### config.mk
export PLATFORM = sky130hd
export DESIGN_NAME = pair_frame_interleaver_flat
export DESIGN_NICKNAME = d
export VERILOG_FILES = /design/src/rtl/pair_frame_interleaver_if.sv /design/src/rtl/pair_frame_interleaver.sv /design/src/flat_wrapper.sv
export SDC_FILE = /design/constraint.sdc
export NUM_CORES = 1
export LEC_CHECK = 0
export CAP_MARGIN = 15
export CORE_UTILIZATION = 60
export CTS_CLUSTER_DIAMETER = 100
export CTS_CLUSTER_SIZE = 10
export DETAILED_ROUTE_END_ITERATION = 8
export MAX_ROUTING_LAYER = met4
export PLACE_DENSITY = 0.75
export REMOVE_ABC_BUFFERS = 1
export SLEW_MARGIN = 0
export SYNTH_ARGS = -nofsm -noshare
export SYNTH_HDL_FRONTEND = slang
export SYNTH_SLANG_ARGS = --single-unit
### constraint.sdc
create_clock -name clk -period 4.3 [get_ports clk]
set_clock_uncertainty 0.1 [all_clocks]
set_input_delay 0.86 -clock clk [delete_from_list [all_inputs] [get_ports clk]]
set_output_delay 0.86 -clock clk [all_outputs]
set_load 0.02 [all_outputs]
### src/rtl/pair_frame_interleaver_if.sv
// Lane input streams and merged output stream of the pair frame interleaver.
// The master side feeds both lanes and consumes the merged stream.
interface pair_frame_interleaver_if;
    logic [7:0] in_data1;
    logic       in_valid1;
    logic       in_last1;
    logic       in_ready1;
    logic [7:0] in_data2;
    logic       in_valid2;
    logic       in_last2;
    logic       in_ready2;
    logic [7:0] out_data;
    logic       out_lane;
    logic       out_valid;
    logic       out_last;
    logic       out_ready;
    logic       len_mismatch;
    logic       err_ovf;

    modport master (
        output in_data1, in_valid1, in_last1,
        output in_data2, in_valid2, in_last2,
        output out_ready,
        input  in_ready1, in_ready2,
        input  out_data, out_lane, out_valid, out_last, len_mismatch, err_ovf
    );

    modport slave (
        input  in_data1, in_valid1, in_last1,
        input  in_data2, in_valid2, in_last2,
        input  out_ready,
        output in_ready1, in_ready2,
        output out_data, out_lane, out_valid, out_last, len_mismatch, err_ovf
    );
endinterface

### src/rtl/pair_frame_interleaver.sv
// Buffers two aligned byte lanes in per-lane FIFOs and merges each pair of frames
// in alternating lane order; flags unequal pair lengths and drops oversize frames.
module pair_frame_interleaver #(
    parameter int unsigned ADDR_W   = 5,
    parameter bit          PAD_EN   = 1'b1,
    parameter logic [7:0]  PAD_BYTE = 8'h00
) (
    input  logic                    clk,
    input  logic                    rst,
    pair_frame_interleaver_if.slave bus
);
    localparam int unsigned DEPTH = 1 << ADDR_W;
    localparam int unsigned PW    = ADDR_W + 1;

    typedef enum logic {IDLE, EMIT} state_t;

    logic [7:0]    in_data [2];
    logic [1:0]    in_valid, in_last, in_ready;
    logic [1:0]    full, wr_fire, rd_fire;
    logic [8:0]    head [2];
    logic [8:0]    mem_q [2][DEPTH];

    logic [PW-1:0] wr_ptr_q [2], wr_ptr_d [2];
    logic [PW-1:0] rd_ptr_q [2], rd_ptr_d [2];
    logic [PW-1:0] start_ptr_q [2], start_ptr_d [2];
    logic [PW-1:0] frm_cnt_q [2], frm_cnt_d [2];
    logic [1:0]    drop_q, drop_d;
    logic          err_ovf_q, err_ovf_d;

    state_t        state_q, state_d;
    logic [7:0]    out_data_q, out_data_d;
    logic          out_lane_q, out_lane_d;
    logic          out_valid_q, out_valid_d;
    logic          out_last_q, out_last_d;
    logic          len_mismatch_q, len_mismatch_d;
    logic [1:0]    done_q, done_d;
    logic [PW-1:0] cnt_q [2], cnt_d [2];
    logic          xfer, both_ready, start_pair, load, load_lane;

    assign in_data[0]       = bus.in_data1;
    assign in_data[1]       = bus.in_data2;
    assign in_valid         = {bus.in_valid2, bus.in_valid1};
    assign in_last          = {bus.in_last2, bus.in_last1};
    assign bus.in_ready1    = in_ready[0];
    assign bus.in_ready2    = in_ready[1];
    assign bus.out_data     = out_data_q;
    assign bus.out_lane     = out_lane_q;
    assign bus.out_valid    = out_valid_q;
    assign bus.out_last     = out_last_q;
    assign bus.len_mismatch = len_mismatch_q;
    assign bus.err_ovf      = err_ovf_q;

    always_comb begin
        for (int unsigned i = 0; i < 2; i++) begin
            full[i]     = (wr_ptr_q[i][ADDR_W] != rd_ptr_q[i][ADDR_W]) &&
                          (wr_ptr_q[i][ADDR_W-1:0] == rd_ptr_q[i][ADDR_W-1:0]);
            in_ready[i] = !full[i] || drop_q[i];
            wr_fire[i]  = in_valid[i] && in_ready[i] && !drop_q[i];
            head[i]     = mem_q[i][rd_ptr_q[i][ADDR_W-1:0]];
        end
    end

    always_comb begin
        err_ovf_d = err_ovf_q;
        for (int unsigned i = 0; i < 2; i++) begin
            wr_ptr_d[i]    = wr_ptr_q[i];
            rd_ptr_d[i]    = rd_ptr_q[i];
            start_ptr_d[i] = start_ptr_q[i];
            frm_cnt_d[i]   = frm_cnt_q[i];
            drop_d[i]      = drop_q[i];
            if (wr_fire[i]) begin
                wr_ptr_d[i] = wr_ptr_q[i] + 1'b1;
                if (in_last[i]) start_ptr_d[i] = wr_ptr_q[i] + 1'b1;
            end
            if (rd_fire[i]) rd_ptr_d[i] = rd_ptr_q[i] + 1'b1;
            case ({wr_fire[i] && in_last[i], rd_fire[i] && head[i][8]})
                2'b10:   frm_cnt_d[i] = frm_cnt_q[i] + 1'b1;
                2'b01:   frm_cnt_d[i] = frm_cnt_q[i] - 1'b1;
                default: ;
            endcase
            // A full FIFO holding no complete frame can only be an oversize frame.
            if (drop_q[i]) begin
                if (in_valid[i] && in_last[i]) drop_d[i] = 1'b0;
            end else if (full[i] && frm_cnt_q[i] == '0) begin
                drop_d[i]   = 1'b1;
                wr_ptr_d[i] = start_ptr_q[i];
                err_ovf_d   = 1'b1;
            end
        end
    end

    always_comb begin
        state_d        = state_q;
        out_data_d     = out_data_q;
        out_lane_d     = out_lane_q;
        out_valid_d    = out_valid_q;
        out_last_d     = out_last_q;
        len_mismatch_d = 1'b0;
        done_d         = done_q;
        cnt_d          = cnt_q;
        rd_fire        = '0;
        load           = 1'b0;
        load_lane      = 1'b0;
        start_pair     = 1'b0;
        xfer           = out_valid_q && bus.out_ready;
        both_ready     = (frm_cnt_q[0] != '0) && (frm_cnt_q[1] != '0);

        case (state_q)
            IDLE: start_pair = both_ready;
            EMIT: begin
                if (xfer) begin
                    if (out_last_q) begin
                        len_mismatch_d = (cnt_q[0] != cnt_q[1]);
                        start_pair     = both_ready;
                        if (!both_ready) begin
                            out_valid_d = 1'b0;
                            out_last_d  = 1'b0;
                            state_d     = IDLE;
                        end
                    end else begin
                        load      = 1'b1;
                        load_lane = !out_lane_q;
                        if (!PAD_EN && done_q[load_lane]) load_lane = out_lane_q;
                    end
                end
            end
            default: state_d = IDLE;
        endcase

        if (start_pair) begin
            state_d   = EMIT;
            done_d    = '0;
            cnt_d[0]  = '0;
            cnt_d[1]  = '0;
            load      = 1'b1;
            load_lane = 1'b0;
        end

        // The head byte is popped when it enters the output register, so done/last are known early.
        if (load) begin
            out_valid_d = 1'b1;
            out_lane_d  = load_lane;
            if (done_d[load_lane]) begin
                out_data_d = PAD_BYTE;
            end else begin
                out_data_d          = head[load_lane][7:0];
                rd_fire[load_lane]  = 1'b1;
                cnt_d[load_lane]    = cnt_d[load_lane] + 1'b1;
                if (head[load_lane][8]) done_d[load_lane] = 1'b1;
            end
            out_last_d = &done_d;
        end
    end

    always_ff @(posedge clk or negedge rst) begin
        if (!rst) begin
            wr_ptr_q       <= '{default: '0};
            rd_ptr_q       <= '{default: '0};
            start_ptr_q    <= '{default: '0};
            frm_cnt_q      <= '{default: '0};
            cnt_q          <= '{default: '0};
            drop_q         <= '0;
            err_ovf_q      <= 1'b0;
            state_q        <= IDLE;
            out_data_q     <= '0;
            out_lane_q     <= 1'b0;
            out_valid_q    <= 1'b0;
            out_last_q     <= 1'b0;
            len_mismatch_q <= 1'b0;
            done_q         <= '0;
        end else begin
            wr_ptr_q       <= wr_ptr_d;
            rd_ptr_q       <= rd_ptr_d;
            start_ptr_q    <= start_ptr_d;
            frm_cnt_q      <= frm_cnt_d;
            cnt_q          <= cnt_d;
            drop_q         <= drop_d;
            err_ovf_q      <= err_ovf_d;
            state_q        <= state_d;
            out_data_q     <= out_data_d;
            out_lane_q     <= out_lane_d;
            out_valid_q    <= out_valid_d;
            out_last_q     <= out_last_d;
            len_mismatch_q <= len_mismatch_d;
            done_q         <= done_d;
        end
    end

    always_ff @(posedge clk) begin
        for (int unsigned i = 0; i < 2; i++) begin
            if (wr_fire[i]) mem_q[i][wr_ptr_q[i][ADDR_W-1:0]] <= {in_last[i], in_data[i]};
        end
    end
endmodule

### src/flat_wrapper.sv
// flat-port wrapper written by rule: the top's interface ports become plain ports
module pair_frame_interleaver_flat 
#(
    parameter int unsigned ADDR_W   = 5,
    parameter bit          PAD_EN   = 1'b1,
    parameter logic [7:0]  PAD_BYTE = 8'h00
)
  (clk, rst, bus_in_data1, bus_in_valid1, bus_in_last1, bus_in_data2, bus_in_valid2, bus_in_last2, bus_out_ready, bus_in_ready1, bus_in_ready2, bus_out_data, bus_out_lane, bus_out_valid, bus_out_last, bus_len_mismatch, bus_err_ovf);
  pair_frame_interleaver_if bus_i ();
  input  logic clk;
  input  logic rst;
  input wire logic [$bits(bus_i.in_data1)-1:0] bus_in_data1;
  input wire logic [$bits(bus_i.in_valid1)-1:0] bus_in_valid1;
  input wire logic [$bits(bus_i.in_last1)-1:0] bus_in_last1;
  input wire logic [$bits(bus_i.in_data2)-1:0] bus_in_data2;
  input wire logic [$bits(bus_i.in_valid2)-1:0] bus_in_valid2;
  input wire logic [$bits(bus_i.in_last2)-1:0] bus_in_last2;
  input wire logic [$bits(bus_i.out_ready)-1:0] bus_out_ready;
  output wire logic [$bits(bus_i.in_ready1)-1:0] bus_in_ready1;
  output wire logic [$bits(bus_i.in_ready2)-1:0] bus_in_ready2;
  output wire logic [$bits(bus_i.out_data)-1:0] bus_out_data;
  output wire logic [$bits(bus_i.out_lane)-1:0] bus_out_lane;
  output wire logic [$bits(bus_i.out_valid)-1:0] bus_out_valid;
  output wire logic [$bits(bus_i.out_last)-1:0] bus_out_last;
  output wire logic [$bits(bus_i.len_mismatch)-1:0] bus_len_mismatch;
  output wire logic [$bits(bus_i.err_ovf)-1:0] bus_err_ovf;
  assign bus_i.in_data1 = bus_in_data1;
  assign bus_i.in_valid1 = bus_in_valid1;
  assign bus_i.in_last1 = bus_in_last1;
  assign bus_i.in_data2 = bus_in_data2;
  assign bus_i.in_valid2 = bus_in_valid2;
  assign bus_i.in_last2 = bus_in_last2;
  assign bus_i.out_ready = bus_out_ready;
  assign bus_in_ready1 = bus_i.in_ready1;
  assign bus_in_ready2 = bus_i.in_ready2;
  assign bus_out_data = bus_i.out_data;
  assign bus_out_lane = bus_i.out_lane;
  assign bus_out_valid = bus_i.out_valid;
  assign bus_out_last = bus_i.out_last;
  assign bus_len_mismatch = bus_i.len_mismatch;
  assign bus_err_ovf = bus_i.err_ovf;
  pair_frame_interleaver #(.ADDR_W(ADDR_W), .PAD_EN(PAD_EN), .PAD_BYTE(PAD_BYTE)) u_core (.clk(clk), .rst(rst), .bus(bus_i));
endmodule
* Word-level counts from Yosys, hierarchy flattened
Memory sizes are Yosys's and may differ from the RTL's. Cells that the tools add are included. Widths: inputs -> output; s select.
Word-level totals: register bits after elaboration 78, memory bits (writable) 576, bits of input ports 23, memories 1
Memory list:
- u_core.mem_q | depth 2, width 288, rd ports 2, clocked after memory_dff 0, write ports 2, RTL line pair_frame_interleaver.sv:21 | logic [8:0] mem_q [2][DEPTH];
Operators by class: add/sub/neg operators 9, magnitude comparators 10, equality and inequality tests 10, multiplexer cells 84, bitwise gates (word level) 7, reduce and logical (&&, ||, !) cells 41
Operators with widths (number):
- $mux 288 | 2
- $bmux 9 s5 | 2
- $demux 9 s5 | 2
- $mux 9 | 9
- $mux 6 | 10
- $add 6x1->6 const B | 7
- $mux 1 | 42
- $mux 12 | 3
- $ge 6x6->1 const B | 4
- $not 5->6 | 4
- $pmux 6 s2 | 2
- $logic_and 1x1->1 | 20
- $mux 2 | 7
- $bwmux 12 | 1
- $logic_not 6->1 | 2
- $lt 6x1->1 const B | 2
- $reduce_bool 6->1 | 2
- $sub 6x1->6 const B | 2
- $eq 5x5->1 | 2
- $reduce_bool 2->1 | 5
- $mux 8 | 1
- $reduce_and 2->1 | 4
- $demux 6 s1 | 1
- $ne 6x6->1 | 1
- 16 further kinds | 24

* Longest topological paths before layout
word-level depth 16, depth in mapped cells 16, mapped depth without buffers 13

* Worst setup path before layout
No wires, ideal clock.
kind input to register, start input port bus_out_ready, end register u_core.frm_cnt_q[5] (netlist bit), data arrival time 3405 ps, setup slack 652 ps, stages 13, buffers on the path 1, cell sequence and4b_1 nand2b_1 clkbuf_1 a2111oi_1 nor4_2 nor2_1 ha_1 ha_1 a21o_1 a21oi_1 o21bai_1 o311ai_0 xor2_1
On the way: cells in the longest elaborated chain, start to end 13
Ends and longest elaborated chain:
- from (decl) | RTL line flat_wrapper.sv:18 | input wire logic [$bits(bus_i.out_ready)-1:0] bus_out_ready;
- $logic_and 1x1->1 (*) | RTL line pair_frame_interleaver.sv:105 | xfer = out_valid_q && bus.out_ready;
- $mux 1 | RTL line pair_frame_interleaver.sv:111 | if (xfer) begin
- $pmux 1 s2 or $mux 1 (tied branches) | RTL line pair_frame_interleaver.sv:108 | case (state_q)
- $mux 1 | RTL line pair_frame_interleaver.sv:130 | if (start_pair) begin
- $lt 1x2->1 (not written as such) or $ge 1x1->1 (tied branches) | RTL line pair_frame_interleaver.sv:147 | rd_fire[load_lane] = 1'b1;
- $logic_and 1x1->1 (not written as such) | RTL line pair_frame_interleaver.sv:147
- $mux 1 (not written as such) | RTL line pair_frame_interleaver.sv:147
- $demux 1 s1
- $mux 2 | RTL line pair_frame_interleaver.sv:143 | if (done_d[load_lane]) begin
- $mux 2 (*) | RTL line pair_frame_interleaver.sv:140 | if (load) begin
- $logic_and 1x1->1 (*) | RTL line pair_frame_interleaver.sv:76 | case ({wr_fire[i] && in_last[i], rd_fire[i] && head[i][8]})
- $eq 2x1->1 or $eq 2x2->1 (tied branches) | RTL line pair_frame_interleaver.sv:76
- $pmux 6 s2 or $reduce_bool 2->1 (tied branches)
- to (signal assigned) | RTL line pair_frame_interleaver.sv:175 | frm_cnt_q <= frm_cnt_d;
- to (decl) | RTL line pair_frame_interleaver.sv:26 | logic [PW-1:0] frm_cnt_q [2], frm_cnt_d [2];
Every way passes the cells marked *; elsewhere a longest branch is shown, timed or not. The select of a mux whose other input is x is not followed. A chain may end at the register's enable or synchronous reset.

* Worst setup path in the final report
start register u_core.rd_ptr_q[7] (netlist bit), end register u_core.frm_cnt_q[11] (netlist bit)
On the way: cells in the longest elaborated chain, start to end 9
Ends and longest elaborated chain:
- from (decl) | RTL line pair_frame_interleaver.sv:24 | logic [PW-1:0] rd_ptr_q [2], rd_ptr_d [2];
- from (signal assigned) | RTL line pair_frame_interleaver.sv:173 | rd_ptr_q <= rd_ptr_d;
- parallel branches: the longest is 9 deep, another holds $bmux 9 s5
Parallel ways; which one is timed is not known. The select of a mux whose other input is x is not followed.

==> results.yml <==
run_status:
  status: "completed"
clocking:
  cts_made_buffers: 75
  cts_setup_buffers: 0
  clk_latency_ps: 590
  clockBufferDepth: 3
  h-tree-depth: 3
  cts_tree: "done"
  root_buffer: "clkbuf_16"
  cts_hold_buf: 0
  clk_pin_slew_ps: 50
  post_cts_resized: 0
  clkSinkCount: 654
drt:
  drt_pass1_iterations: 6
  dr.first_iter.drc_count: 1322
  vias: 13521
  post_drt_wl_per_cell_um: 26.6
  ant_nets: 0
  drt-total-wl_mm: 57.1
  drc: 0
  vias_per_cell: 6.29
timing:
  rsz0062_at_grt: "false"
  max_freq_mhz: 255
  min_period_ps: 3920
  setup_tns_ps: 0
  setup_viol: 0
  whs_ps: 364
  final_max_slew_viol_count: 0
  min_period_over_period_pct: 91.2
  hold_viol: 0
  worst_slew_pin_slew_ps: 1200
  max_slew_margin_pct: 20.0
global_routing:
  grtUsageTotal_pct: 27.3
  grt_pass1_vias: 13923
  grt_max_degree: 79
  antenna_found_initial: 2
  grt_pass1_wl_mm: 85.6
  grt.overflow.total: 0
power_and_ir_drop:
  finalPower_mw: 18.6
  p_leak_nw: 10.2
  p_clk_share_pct: 29.7
  combPwrFrac_pct: 25.9
  p_sw_mw: 5.45
  swShare_pct: 29.3
  power_density_mw_per_mm2: 617
  power_frac_seq_pct: 44.4
  internal_power_mw: 13.1
  vdd_drop_max_uv: 400
synthesis:
  async_flop_share_pct: 11.9
  synth_warnings: 0
  synth_area_per_cell_um2: 19.1
  ys_types: 58
  synth_top_area_share_pct: 65.2
  synth_flop_cell: "edfxtp_1"
  syn_area_mm2: 0.0265
  synth_area_leader_cell: "edfxtp_1"
  synthCells: 1391
  synth_edf_count: 576
  synth_common_cells: "576 x edfxtp_1, 163 x mux4_2, 95 x nor2_1"
  ys_seq_elements: 654
  synthTopCellsByArea: "edfxtp_1 65%, mux4_2 14%, dfrtp_1 7.4%"
  yosysSeqAreaShare_pct: 72.6
  yosysMostFrequentCell: "edfxtp_1"
min_path:
  hold_depth: 1
  hp-class: "reg -> reg"
die:
  chipHeight_um: 212
  fp.dieW_um: 212
  core-area_mm2: 0.0434
  die_area_mm2: 0.0451
  num_rows: 76
  io_pins: 38
  initial_core_util_pct: 61.2
finish:
  drive_above_1_share_pct: 23.3
  fill_cells: 2732
  nNetsFinal: 1579
  area_growth_pct: 13.7
  final_area_mm2: 0.0302
  final_util_pct: 69.5
setup_path:
  critPathArrivalTime_ps: 4270
  critPathMaxFanout: 28
  start_kind: "flip-flop"
  path_cells: "mux2i_1 -> mux4_2 -> nand3b_1 -> nand4_1 -> nor2_1 -> ha_1 -> ha_1 -> a21o_1 -> a21oi_1 -> o21bai_1 -> o311ai_0 -> xor2_1"
  cp.required_ps: 4650
  cp_slowest_stage_delay_ps: 710
  crit_type: "reg -> reg"
  crit_path_frequent_cell: "ha_1"
  r2r_cells: 12
  cp-end-kind: "flip-flop"
  critPathSlowestCell: "dfrtp_4"
job:
  max-cap-violations: 0
placement:
  gp_congestion: 0.850
  place_hpwl_mm: 34.7
  placed_area_mm2: 0.0279
  io_buffers: 37
## cells by family after synthesis
kind of cell	synth area share (%)
compound gates	2.24
xor+xnor	1.95
fa+ha+maj	1.14
buf+inv	1.58
flops	72.6
mux	15.8
simple gates	4.73
## sequential cells by signal, indices dropped and copies added (netlist names), 2 cells and up
name,cells
u_core.bus.out_data,8
u_core.cnt_q,12
u_core.done_q,2
u_core.drop_q,2
u_core.frm_cnt_q,12
u_core.mem_q,576
u_core.rd_ptr_q,12
u_core.start_ptr_q,12
u_core.wr_ptr_q,12
## metal layers
metal / part of all wire (%) / global-route usage [%] / routed length [um] / up-vias
met1: 39 / 35.8 / 22500 / 7014
met3: 7.2 / 5.54 / 4140 / 133
met4: 3.4 / 9.95 / 1940 / 0
met5: 0 / - / 0 / -
met2: 50 / 42.8 / 28500 / 545
li1: - / - / - / 5829
## placed cells by master, fill, tap and decap left out, drive strengths merged, types with 9 or more instances in the layout
| master | instances |
|---|---|
| nand2 | 79 |
| clkbuf | 106 |
| edfxtp | 576 |
| mux2i | 44 |
| inv | 14 |
| nand4 | 11 |
| dfrtp | 78 |
| nand3b | 9 |
| xor2 | 30 |
| nor2 | 95 |
| nand3 | 25 |
| o21ai | 35 |
| xnor2 | 29 |
| a21oi | 19 |
| mux4 | 163 |
| clkdlybuf4s50 | 36 |
| buf | 95 |
| ha | 21 |
## power groups by stage
stage | Sequential [mW] | Clock, mW | Combinational (mW)
2_1_floorplan | 8.60 | 0 | 3.01
3_3_place_gp | 8.34 | 0 | 4.73
3_5_place_dp | 8.37 | 0 | 4.80
4_1_cts | 8.25 | 5.61 | 4.84
5_1_grt | 8.33 | 5.85 | 5.15
6_report | 8.26 | 5.52 | 4.81
## critical path: cells and delay by family, from the launching register on
kind,cells,cell delay [ps]
muxes,2,660
xor gates and xnor gates,1,110
AOI/OAI and AO/OA,4,960
adders and majority gates,2,590
and+or+nand+nor,3,670
DFF,1,710
## per-stage QoR
step | setup WS, ps | cells
2_1_floorplan | -1630 | 1323
3_3_place_gp | 220 | 2034
3_5_place_dp | 145 | 2034
4_1_cts | 397 | 2141
5_1_grt | 168 | 2149
6_report | 380 | 2149
## path summary, 6_finish.rpt
path / startpoint / end / slack (ps)
setup / recovery: u_core.rd_ptr_q[7] / u_core.frm_cnt_q[11] / 380
hold / removal: u_core.frm_cnt_q[5] / u_core.frm_cnt_q[5] / 360
setup reg to reg: u_core.rd_ptr_q[7] / u_core.frm_cnt_q[11] / 380
hold reg to reg: u_core.frm_cnt_q[5] / u_core.frm_cnt_q[5] / 360
max in group asynchronous: rst / u_core.rd_ptr_q[6] / 2950
min in group asynchronous: rst / u_core.frm_cnt_q[0] / 370
## final cells by class
class                   instances  area, um2  share of cell area, %
flip-flops and latches        654      19300                   63.9
multi-input cells             657       6870                   22.8
clock buffers                 104       2030                   6.73
repair buffers                133       1190                   3.93
well taps                     585        732                   2.43
inverters                      12       45.0                  0.149
clock inverters                 3       26.3                 0.0871
diodes                          1       2.50                0.00830
Note: power is estimated with default switching activity, not from simulation.
